--- src/rtl/apb_master_bridge.sv ---
// apb_master_bridge
//   Turns the core's req/gnt/rvalid data-port handshake into single APB3
//   master transfers. Each granted request produces one SETUP + ACCESS
//   sequence, and the result comes back on a one-cycle rvalid_o strobe. A
//   request can be granted in the response cycle, so back-to-back transfers
//   take 3 cycles each.
//
//   Optional build macro:
//     APB_MASTER_TIMEOUT_EN - aborts an ACCESS phase that has seen pready_i
//                             low for TIMEOUT_CYCLES cycles. The transfer
//                             answers with err_o=1 and rdata_o=0.
//
//   Ports:
//     clk_i, rst_i           clock, synchronous active-high reset
//     req_i/gnt_o            request valid / accepted (gnt_o combinational)
//     addr_i, we_i, wdata_i  request payload, held with req_i until gnt_o
//     rvalid_o, rdata_o,     response strobe, read data (0 on writes and
//     err_o                  timeouts), slave error
//     paddr_o, pwdata_o,     APB master outputs (all registered)
//     pwrite_o, psel_o,
//     penable_o
//     prdata_i, pready_i,    APB slave response
//     pslverr_i
module apb_master_bridge #(
  parameter int APB_ADDR_WIDTH = 32,
  parameter int APB_DATA_WIDTH = 32,
  parameter int TIMEOUT_CYCLES = 255
) (
  input  logic                      clk_i,
  input  logic                      rst_i,
  input  logic                      req_i,
  output logic                      gnt_o,
  input  logic [APB_ADDR_WIDTH-1:0] addr_i,
  input  logic                      we_i,
  input  logic [APB_DATA_WIDTH-1:0] wdata_i,
  output logic                      rvalid_o,
  output logic [APB_DATA_WIDTH-1:0] rdata_o,
  output logic                      err_o,
  output logic [APB_ADDR_WIDTH-1:0] paddr_o,
  output logic [APB_DATA_WIDTH-1:0] pwdata_o,
  output logic                      pwrite_o,
  output logic                      psel_o,
  output logic                      penable_o,
  input  logic [APB_DATA_WIDTH-1:0] prdata_i,
  input  logic                      pready_i,
  input  logic                      pslverr_i
);

  typedef enum logic [1:0] {IDLE, SETUP, ACCESS, RESP} state_t;
  state_t state;

  // Grants only when the bus is free or finishing; never while in reset.
  assign gnt_o = req_i & ~rst_i & ((state == IDLE) | (state == RESP));

`ifdef APB_MASTER_TIMEOUT_EN
  localparam int CNT_RAW = $clog2(TIMEOUT_CYCLES + 1);
  localparam int CNT_W   = (CNT_RAW < 8) ? 8 : ((CNT_RAW > 32) ? 32 : CNT_RAW);

  logic [CNT_W-1:0] wait_cnt;
  logic             timeout;

  // wait_cnt counts stalled ACCESS cycles already seen; this cycle is the
  // one that reaches the limit when the incremented count equals it.
  assign timeout = (wait_cnt + CNT_W'(1)) == CNT_W'(TIMEOUT_CYCLES);
`endif

  always_ff @(posedge clk_i) begin
    if (rst_i) begin
      state     <= IDLE;
      psel_o    <= 1'b0;
      penable_o <= 1'b0;
      pwrite_o  <= 1'b0;
      paddr_o   <= '0;
      pwdata_o  <= '0;
      rvalid_o  <= 1'b0;
      rdata_o   <= '0;
      err_o     <= 1'b0;
`ifdef APB_MASTER_TIMEOUT_EN
      wait_cnt  <= '0;
`endif
    end else begin
      rvalid_o <= 1'b0;
      case (state)
        // RESP shares IDLE's grant path so a new request overlaps the
        // response strobe; psel_o/penable_o are already low in both.
        IDLE, RESP: begin
          if (gnt_o) begin
            paddr_o   <= addr_i;
            pwrite_o  <= we_i;
            pwdata_o  <= wdata_i;
            psel_o    <= 1'b1;
            penable_o <= 1'b0;
            state     <= SETUP;
          end else begin
            state <= IDLE;
          end
        end
        SETUP: begin
          penable_o <= 1'b1;
          state     <= ACCESS;
`ifdef APB_MASTER_TIMEOUT_EN
          wait_cnt  <= '0;
`endif
        end
        ACCESS: begin
          // pready_i has priority, so a completion in the limit cycle is
          // reported normally rather than as a timeout.
          if (pready_i) begin
            rdata_o   <= pwrite_o ? '0 : prdata_i;
            err_o     <= pslverr_i;
            rvalid_o  <= 1'b1;
            psel_o    <= 1'b0;
            penable_o <= 1'b0;
            state     <= RESP;
          end
`ifdef APB_MASTER_TIMEOUT_EN
          else if (timeout) begin
            rdata_o   <= '0;
            err_o     <= 1'b1;
            rvalid_o  <= 1'b1;
            psel_o    <= 1'b0;
            penable_o <= 1'b0;
            state     <= RESP;
          end else begin
            wait_cnt <= wait_cnt + CNT_W'(1);
          end
`endif
        end
        default: state <= IDLE;
      endcase
    end
  end

endmodule

--- config.mk ---
export PLATFORM = sky130hd
export DESIGN_NAME = apb_master_bridge
export DESIGN_NICKNAME = d
export VERILOG_FILES = /design/src/rtl/apb_master_bridge.sv
export SDC_FILE = /design/constraint.sdc
export NUM_CORES = 1
export LEC_CHECK = 0
export ABC_AREA = 0
export BUFFER_PORTS_ARGS = -buffer_cell sky130_fd_sc_hd__buf_2
export CELL_PAD_IN_SITES_DETAIL_PLACEMENT = 2
export CELL_PAD_IN_SITES_GLOBAL_PLACEMENT = 2
export CORE_MARGIN = 2
export CORE_UTILIZATION = 26
export CTS_CLUSTER_DIAMETER = 100
export DETAILED_ROUTE_END_ITERATION = 10
export PLACE_DENSITY = 0.8
export SLEW_MARGIN = 10
export SYNTH_ARGS = -nofsm -noshare
export SYNTH_HDL_FRONTEND = slang
export SYNTH_SLANG_ARGS = --single-unit
--- constraint.sdc ---
create_clock -name clk_i -period 2.8 [get_ports clk_i]
set_clock_uncertainty 0.2 [all_clocks]
set_input_delay 0 -clock clk_i [delete_from_list [all_inputs] [get_ports clk_i]]
set_output_delay 0 -clock clk_i [all_outputs]
set_load 0.01 [all_outputs]
# Word level (Yosys, flattened, before mapping)
# Cells that the tools add are included.
# word_totals
in_bits	102
output_inout_bits	102
wordCells	37
register_bits	103
# op_classes
bitwise_logic	5
n_reduce_logical	8
n_eq_ne	5
muxes	10
# op_table
op	count
two-way mux 32 bit	1
case mux 2 bit (3 select lines)	1
AND reduction 2 bit	3
two-way mux 1 bit	5
== test 2 bit (second input constant)	2
inequality test 2 bit (second input constant)	2
OR reduction 2 bit	2
case mux 1 bit (3 select lines)	1
AND reduction 3 bit	1
bitwise AND 1 bit	2
== test 2 x 1 -> 1 bit (second input constant)	1
zero test 2 bit	1
two-way mux 2 bit	1
NOT 1 bit	2
case mux 1 bit (2 select lines)	1
nonzero test 2 bit	1
bitwise OR 1 bit	1

# Logic depth before layout (Yosys ltp)
# Gate-level depths: netlist of run 1.
# logic_depth
ltp_word	5
ltp_mapped	8
ltp_nobuf	6

# Worst setup path after synthesis of run 1
# Ideal clock, no wire load.
# synth_timing
kind	reg2reg
start	reg state[0]
end	reg paddr_o[0]
path_stages_with_launch	8
path_slack_ps	1153
setup_ps	112
path_buffers	2
arrival_ps	1335
synth_period_minus_slack_ps	1647
cell_sequence	dfxtp_1 > inv_1 > ha_1 > nand3b_1 > buf_4 > buf_2 > nand3b_1 > nand2_1
# synth_between
elab_chain_cells	4
elab_cells_between_ends	6
# synth_lines
item	line_no	rtl
start: declaration	50	state_t state;
start signal: assignment	69	state <= IDLE;
start signal: assignment	93	state <= SETUP;
start signal: assignment	95	state <= IDLE;
== test 2 bit / zero test 2 bit (equally long branches)	53, 83	
bitwise OR 1 bit	53	assign gnt_o = req_i & ~rst_i & ((state == IDLE) | (state == RESP));
bitwise AND 1 bit	53	
AND reduction 2 bit (no line) *	-	
end signal: assignment	88	paddr_o <= addr_i;
end: declaration	39	output logic [APB_ADDR_WIDTH-1:0] paddr_o,
# Mark *: on every way between the ends. The rest lies on a longest branch, timed or not.
# A chain may end at the register's enable or synchronous reset.

# Worst setup path after layout of run 1
# layout_timing
start	reg state[0]
end	reg err_o
# layout_between
elab_chain_cells	2
# layout_lines
item	line_no	rtl
== test 2 bit	83	case (state)
AND reduction 2 bit (no line)	-	
end signal: assignment	110	err_o <= pslverr_i;
end: declaration	38	output logic err_o,
# Every way passes these cells.

==> impl_metrics.csv, run 1 <==
group,metric,value,unit
finish,multi_input_area,0.00146,mm2
clocking,cts_setup_buffers,0,
power_and_ir_drop,comb_power_share,29.2,%
synthesis,yosys.cell_count.top_type,"nand2_1",
finish,drive_above_1_share,33.3,%
critical_path,path_cells,"inv_1, ha_1, nand3_1, dlygate4sd3_1, a21oi_1, dlygate4sd3_1",
finish,seqCellArea,0.00206,mm2
critical_path,r2r_cells,6,
synthesis,yosys.area.top_type,"dfxtp_1",
floorplan,dieArea,0.0151,mm2
synthesis,synth_edf_count,0,
critical_path,path_common_cell,"dlygate4sd3_1",
synthesis,synth.top_cell.area_share,56.0,%
finish,final_core_util,44.5,%
synthesis,synth-async-reset-ratio,0,%
floorplan,die_h,123,um
floorplan,die_x,123,um
power_and_ir_drop,switching_share,33.0,%
run,cap_violations,0,
run_status,status,"complete, no violations",
critical_path,critPathTopFamily,"buffers and inverters",
clocking,cts-hold-fix-buffers,103,
synthesis,ys_seq_area_share,56.0,%
grt,antenna_found_initial,1,
finish,n_fill_cell,1525,
power_and_ir_drop,p_int,3.06,mW
critical_path,worst_ep_arrival_time,2.39,ns
synthesis,ys_top_cells_by_count,"nand2_1, dfxtp_1, nand3b_1",
critical_path,critPathCaptureType,"flip-flop",
critical_path,ff2ff_setup_slack,0.44,ns
finish,fin_cells,869,
placed_design,place_ws,0.653,ns
sta,tightest_slew,0.745,ns
placed_design,dp_cells,749,
detailed_routing,wl_per_cell,19.5,um
finish,area_delta_synth_final,67.8,%
hold_path,whs_endpoint,"paddr_o[19]",
detailed_routing,num_vias,4053,
power_and_ir_drop,p_sw,1.51,mW
sta,timing.final.crit_period,2.36,ns
placed_design,io_buffers,203,
synthesis,syn_inst,388,
clocking,cts_buffer_depth,2,
grt,groute.usage.overall,22.2,%
sta,slew_viol_final,0,
floorplan,num_rows,43,
synthesis,synth_area_leaders,"dfxtp_1, nand2_1, nand3b_1",
grt,grt_pass1_wl,25400,um
critical_path,worst-path-buf-inv,3,
sta,slew_headroom,50.4,%
critical_path,cpPeakStageDelay,0.59,ns
detailed_routing,drtAntennaViolNets,0,
clocking,tritoncts,"done",
clocking,cts_buffers,9,
sta,rsz0062_at_grt,"no",
hold_path,holdCritPathClass,"in -> reg",
critical_path,cp_data_required_time,2.83,ns
clocking,ctsResizeCount,0,
grt,grt-ovfl-total,0,
detailed_routing,route.detailed.drc,0,
floorplan,io_pins,204,
clocking,cts_root_buf,"clkbuf_16",
critical_path,rr_endpoint,"err_o",
sta,final.period_utilization,84.3,%
power_and_ir_drop,peakVddDrop,309,uV
hold_path,min_from,"rst_i",
floorplan,placeableCoreArea,0.0139,mm2
clocking,clk_latency,0.34,ns
detailed_routing,vias_per_cell,4.66,
power_and_ir_drop,pwr-share-clk,28.7,%
power_and_ir_drop,powerDensity,739,mW/mm2
critical_path,critical_path.slowest_cell,"dlygate4sd3_1",
synthesis,syn_nets,493,
finish,nNetsFinal,788,
synthesis,ys_types,22,
power_and_ir_drop,p_leak,3.16,nW
synthesis,synth-warning-count,0,
clocking,clkTransAtPathRegs,0.07,ns
hold_path,hold_depth,3,
detailed_routing,first_pass_iters,4,
critical_path,path_max_fanout,5,
power_and_ir_drop,p_seq_share,42.1,%
placed_design,place_congestion,0.678,
sta,hold_violations,0,
grt,grt_pass1_vias,4570,
synthesis,ys.flop_type,"dfxtp_1",
floorplan,start_util,26.5,%
synthesis,syn_avg_cell_area,9.49,um2
sta,fmax,423,MHz
clocking,htreeDepth,3,
synthesis,synth_seq_cells,103,
detailed_routing,drt_iter0_markers,151,
critical_path,r2r_start,"state[0]",
critical_path,worstSetupPathType,"reg -> reg",
critical_path,startpoint_type,"flip-flop",
sta,worst_slack,0.438,ns
placed_design,dpl.hpwl,8760,um
clocking,cts.sinks,103,
grt,grt_max_degree,66,
synthesis,synthesis.area,0.00368,mm2
sta,setup_violations,0,
detailed_routing,routed_wl,16900,um
sta,tns,0,ns
layout by cell type, fill, tap and decap left out, types with 3 or more instances in the layout:
| cell | instances |
|---|---|
| dfxtp_1 | 103 |
| nor2_1 | 4 |
| nand2b_1 | 3 |
| a22o_1 | 32 |
| nand3b_1 | 66 |
| dlygate4sd3_1 | 103 |
| a21oi_1 | 3 |
| clkbuf_16 | 9 |
| buf_2 | 203 |
| nand2_1 | 132 |
| ha_1 | 3 |
| buf_4 | 4 |
power groups by stage:
stage	clock, mW	combinational (mW)	sequential [mW]
global route	1.43	1.45	1.95
detailed placement	0	1.15	1.94
global placement	0	1.10	1.92
floorplan	0	0.527	2.05
finish	1.31	1.33	1.92
CTS	1.35	1.28	1.91
metal layers:
| metal | global-route usage (%) | wire length (um) | share of wire (%) |
|---|---|---|---|
| met2 | 42.2 | 9050 | 53 |
| met5 | 0 | 0 | 0 |
| met4 | 9.45 | 471 | 2.8 |
| met1 | 23.2 | 6410 | 38 |
| met3 | 5.07 | 1010 | 6.0 |
registers in the layout (all words and copies together), names as in the netlist, 2 cells and up:
name / count
paddr_o: 32
pwdata_o: 32
rdata_o: 32
state: 2
worst reg2reg max path: stages, from the launching register on:
cell and delay, ns:
dfxtp_1 0.36, inv_1 0.08, ha_1 0.29, nand3_1 0.12, dlygate4sd3_1 0.55, a21oi_1 0.06
dlygate4sd3_1 0.59
through the flow:
step	total power, mW	hold slack [ns]	cell area (um2)
floorplan	2.57	-0.101	3680
global placement	3.03	-0.0167	4840
detailed placement	3.10	-0.00972	4840
CTS	4.54	0.0475	6180
global route	4.83	0.105	6180
finish	4.57	0.0990	6180
area by class of cell:
cell class | instances | area share [%]
inverter | 3 | 0.182
tap | 180 | 3.64
antenna | 1 | 0.0405
clock buffer | 12 | 4.15
timing repair buffer | 312 | 34.2
sequential | 103 | 33.4
clock inverter | 4 | 0.850
multi-input combinational | 254 | 23.5
worst max-delay path by stage:
stage,depth (start not counted),to,start,slack (ns)
finish,6,err_o,state[0],0.44
global route,6,err_o,state[0],0.32
CTS,6,err_o,state[0],0.52
detailed placement,6,paddr_o[15],state[0],0.65
global placement,6,pwdata_o[28],state[0],0.79
floorplan,7,paddr_o[0],state[0],1.15
logic make-up (layout without fill, tap and decap cells):
kind of cell	Yosys count	after routing	share of synthesized area (%)
AOI/OAI and AO/OA	39	39	8.93
adders and majority gates	3	3	1.02
buffers and inverters	31	331	4.52
DFF	103	103	56.0
muxes	3	3	0.849
other	0	1	0
and+or+nand+nor	209	209	28.7
(Power assumes the default switching activity.)
==> run 2, diff against run 1 <==
--- a/config.mk
+++ b/config.mk
@@ -10,10 +10,10 @@
 export CELL_PAD_IN_SITES_DETAIL_PLACEMENT = 2
 export CELL_PAD_IN_SITES_GLOBAL_PLACEMENT = 2
 export CORE_MARGIN = 2
-export CORE_UTILIZATION = 26
+export CORE_UTILIZATION = 22
 export CTS_CLUSTER_DIAMETER = 100
 export DETAILED_ROUTE_END_ITERATION = 10
-export PLACE_DENSITY = 0.8
+export PLACE_DENSITY = 0.72
 export SLEW_MARGIN = 10
 export SYNTH_ARGS = -nofsm -noshare
 export SYNTH_HDL_FRONTEND = slang
==> constraint.sdc (replaced) <==
create_clock -name clk_i -period 2.13 [get_ports clk_i]
set_clock_uncertainty 0.2 [all_clocks]
set_input_delay 0 -clock clk_i [delete_from_list [all_inputs] [get_ports clk_i]]
set_output_delay 0 -clock clk_i [all_outputs]
set_load 0.01 [all_outputs]
==> impl_metrics.csv, run 2 (synthesized netlist as in run 1, its figures left out) <==
group,metric,value,unit
clocking,tritoncts,"done",
floorplan,dieArea,0.0178,mm2
sta,fmax,509,MHz
finish,area_delta_synth_final,69.5,%
sta,tightest_slew,0.425,ns
finish,reg_top3,"paddr_o: 32 flops, pwdata_o: 32 flops, rdata_o: 32 flops",
grt,grt_max_degree,39,
critical_path,r2r_cells,7,
floorplan,num_rows,47,
critical_path,path_max_fanout,28,
detailed_routing,drtAntennaViolNets,0,
critical_path,worstSetupPathType,"reg -> out",
clocking,cts.sinks,103,
detailed_routing,drt_iter0_markers,126,
clocking,cts_root_buf,"clkbuf_16",
sta,setup_violations,0,
hold_path,hold_depth,4,
placed_design,dpl.hpwl,9310,um
clocking,cts_buffers,9,
power_and_ir_drop,powerDensity,947,mW/mm2
placed_design,io_buffers,203,
placed_design,place_congestion,0.686,
grt,grt_pass1_vias,4564,
clocking,cts_buffer_depth,2,
placed_design,place_ws,0.215,ns
finish,n_fill_cell,1832,
detailed_routing,num_vias,4019,
floorplan,start_util,22.4,%
detailed_routing,vias_per_cell,4.40,
grt,grt-ovfl-total,0,
power_and_ir_drop,p_leak,3.15,nW
clocking,htreeDepth,3,
sta,hold_ws,0.169,ns
critical_path,r2r_start,"state[0]",
critical_path,worst_ep_arrival_time,1.77,ns
detailed_routing,routed_wl,15900,um
floorplan,placeableCoreArea,0.0165,mm2
finish,fin_cells,913,
run_status,status,"complete, no violations",
critical_path,cp_data_required_time,1.93,ns
run,cap_violations,0,
sta,slew_viol_final,0,
grt,grt_pass1_wl,25100,um
critical_path,startpoint_type,"flip-flop",
finish,drive_above_1_share,34.2,%
finish,nNetsFinal,792,
detailed_routing,route.detailed.drc,0,
grt,groute.usage.overall,18.0,%
critical_path,critPathCaptureType,"primary output",
placed_design,dp_cells,793,
sta,final.period_utilization,92.3,%
critical_path,cp-startpoint,"state[0]",
floorplan,die_h,133,um
hold_path,min_from,"addr_i[3]",
hold_path,holdCritPathClass,"in -> reg",
sta,rsz0062_at_grt,"no",
detailed_routing,wl_per_cell,17.4,um
sta,tns,0,ns
sta,worst_slack,0.164,ns
finish,layout_common_cells,"buf_2, nand2_1, dfxtp_1, dlygate4sd3_1, nand3b_1",
finish,final_common_cell,"buf_2",
clocking,clk_latency,0.36,ns
floorplan,die_x,133,um
finish,final_core_util,37.9,%
sta,hold_violations,0,
sta,slew_headroom,71.7,%
detailed_routing,first_pass_iters,4,
power_and_ir_drop,peakVddDrop,378,uV
clocking,clkTransAtPathRegs,0.08,ns
grt,antenna_found_initial,1,
sta,timing.final.crit_period,1.97,ns
floorplan,io_pins,204,
==> run 2: changes by cell type in the layout (fill, tap and decap cells not counted), sizes merged <==
cell	delta
buf	+5
clkinvlp	+2
dlygate4sd3	-1
clkbuf	-3
inv	+2
bufinv	-1
==> run 2: metal layers <==
| metal | routed length [um] | vias up | global-route usage [%] |
|---|---|---|---|
| li1 | - | 1899 | - |
| met2 | 8510 | 133 | 33.8 |
| met3 | 955 | 24 | 5.37 |
| met1 | 6130 | 1963 | 19.2 |
| met4 | 284 | 0 | 5.85 |
| met5 | 0 | - | 0 |
==> run 2: what timing repair did <==
action | 4_1_cts | 5_1_grt
pin swaps | 1 | 0
setup buffers | 1 | 0
endpoints found under the hold margin | 102 | 0
hold buffers | 102 | 0
resized for setup | 2 | 3
setup endpoints to repair | 1 | 1
==> run 2: worst max-delay path, stage by stage (launching register included) <==
cell      delay (ns)
dfxtp_2         0.35
inv_1           0.06
ha_2            0.38
nand3b_1        0.14
inv_2           0.13
buf_12          0.18
buf_2           0.16
==> run 2: worst paths after layout <==
| kind | slack [ns] | endpoint |
|---|---|---|
| worst max register to register | 0.25 | paddr_o[19] |
| worst max-delay path | 0.16 | gnt_o |
| worst min register to register | 0.28 | paddr_o[23] |
| worst min-delay path | 0.17 | paddr_o[3] |
==> run 2: area by class of cell <==
class                   count  area, um2  share of cell area [%]
flip-flops and latches    103       2060                    33.0
multi-input cells         254       1460                    23.3
inverters                   3       11.3                   0.180
clock inverters             7       63.8                    1.02
well taps                 220        275                    4.41
repair buffers            316       2140                    34.3
clock buffers               9        225                    3.61
diodes                      1       2.50                  0.0401
==> run 2: through the flow <==
stage / instance area (um2) / power, mW
floorplan: 3680 / 3.38
global placement: 4910 / 4.00
detailed placement: 4910 / 4.09
CTS: 6230 / 5.93
global route: 6240 / 6.29
finish: 6240 / 5.91
==> run 2: where the power goes <==
group	switching, mW	leakage, nW	internal, mW
logic	0.966	2.17	0.774
clock network	0.838	0.136	0.820
registers	0.214	0.843	2.30
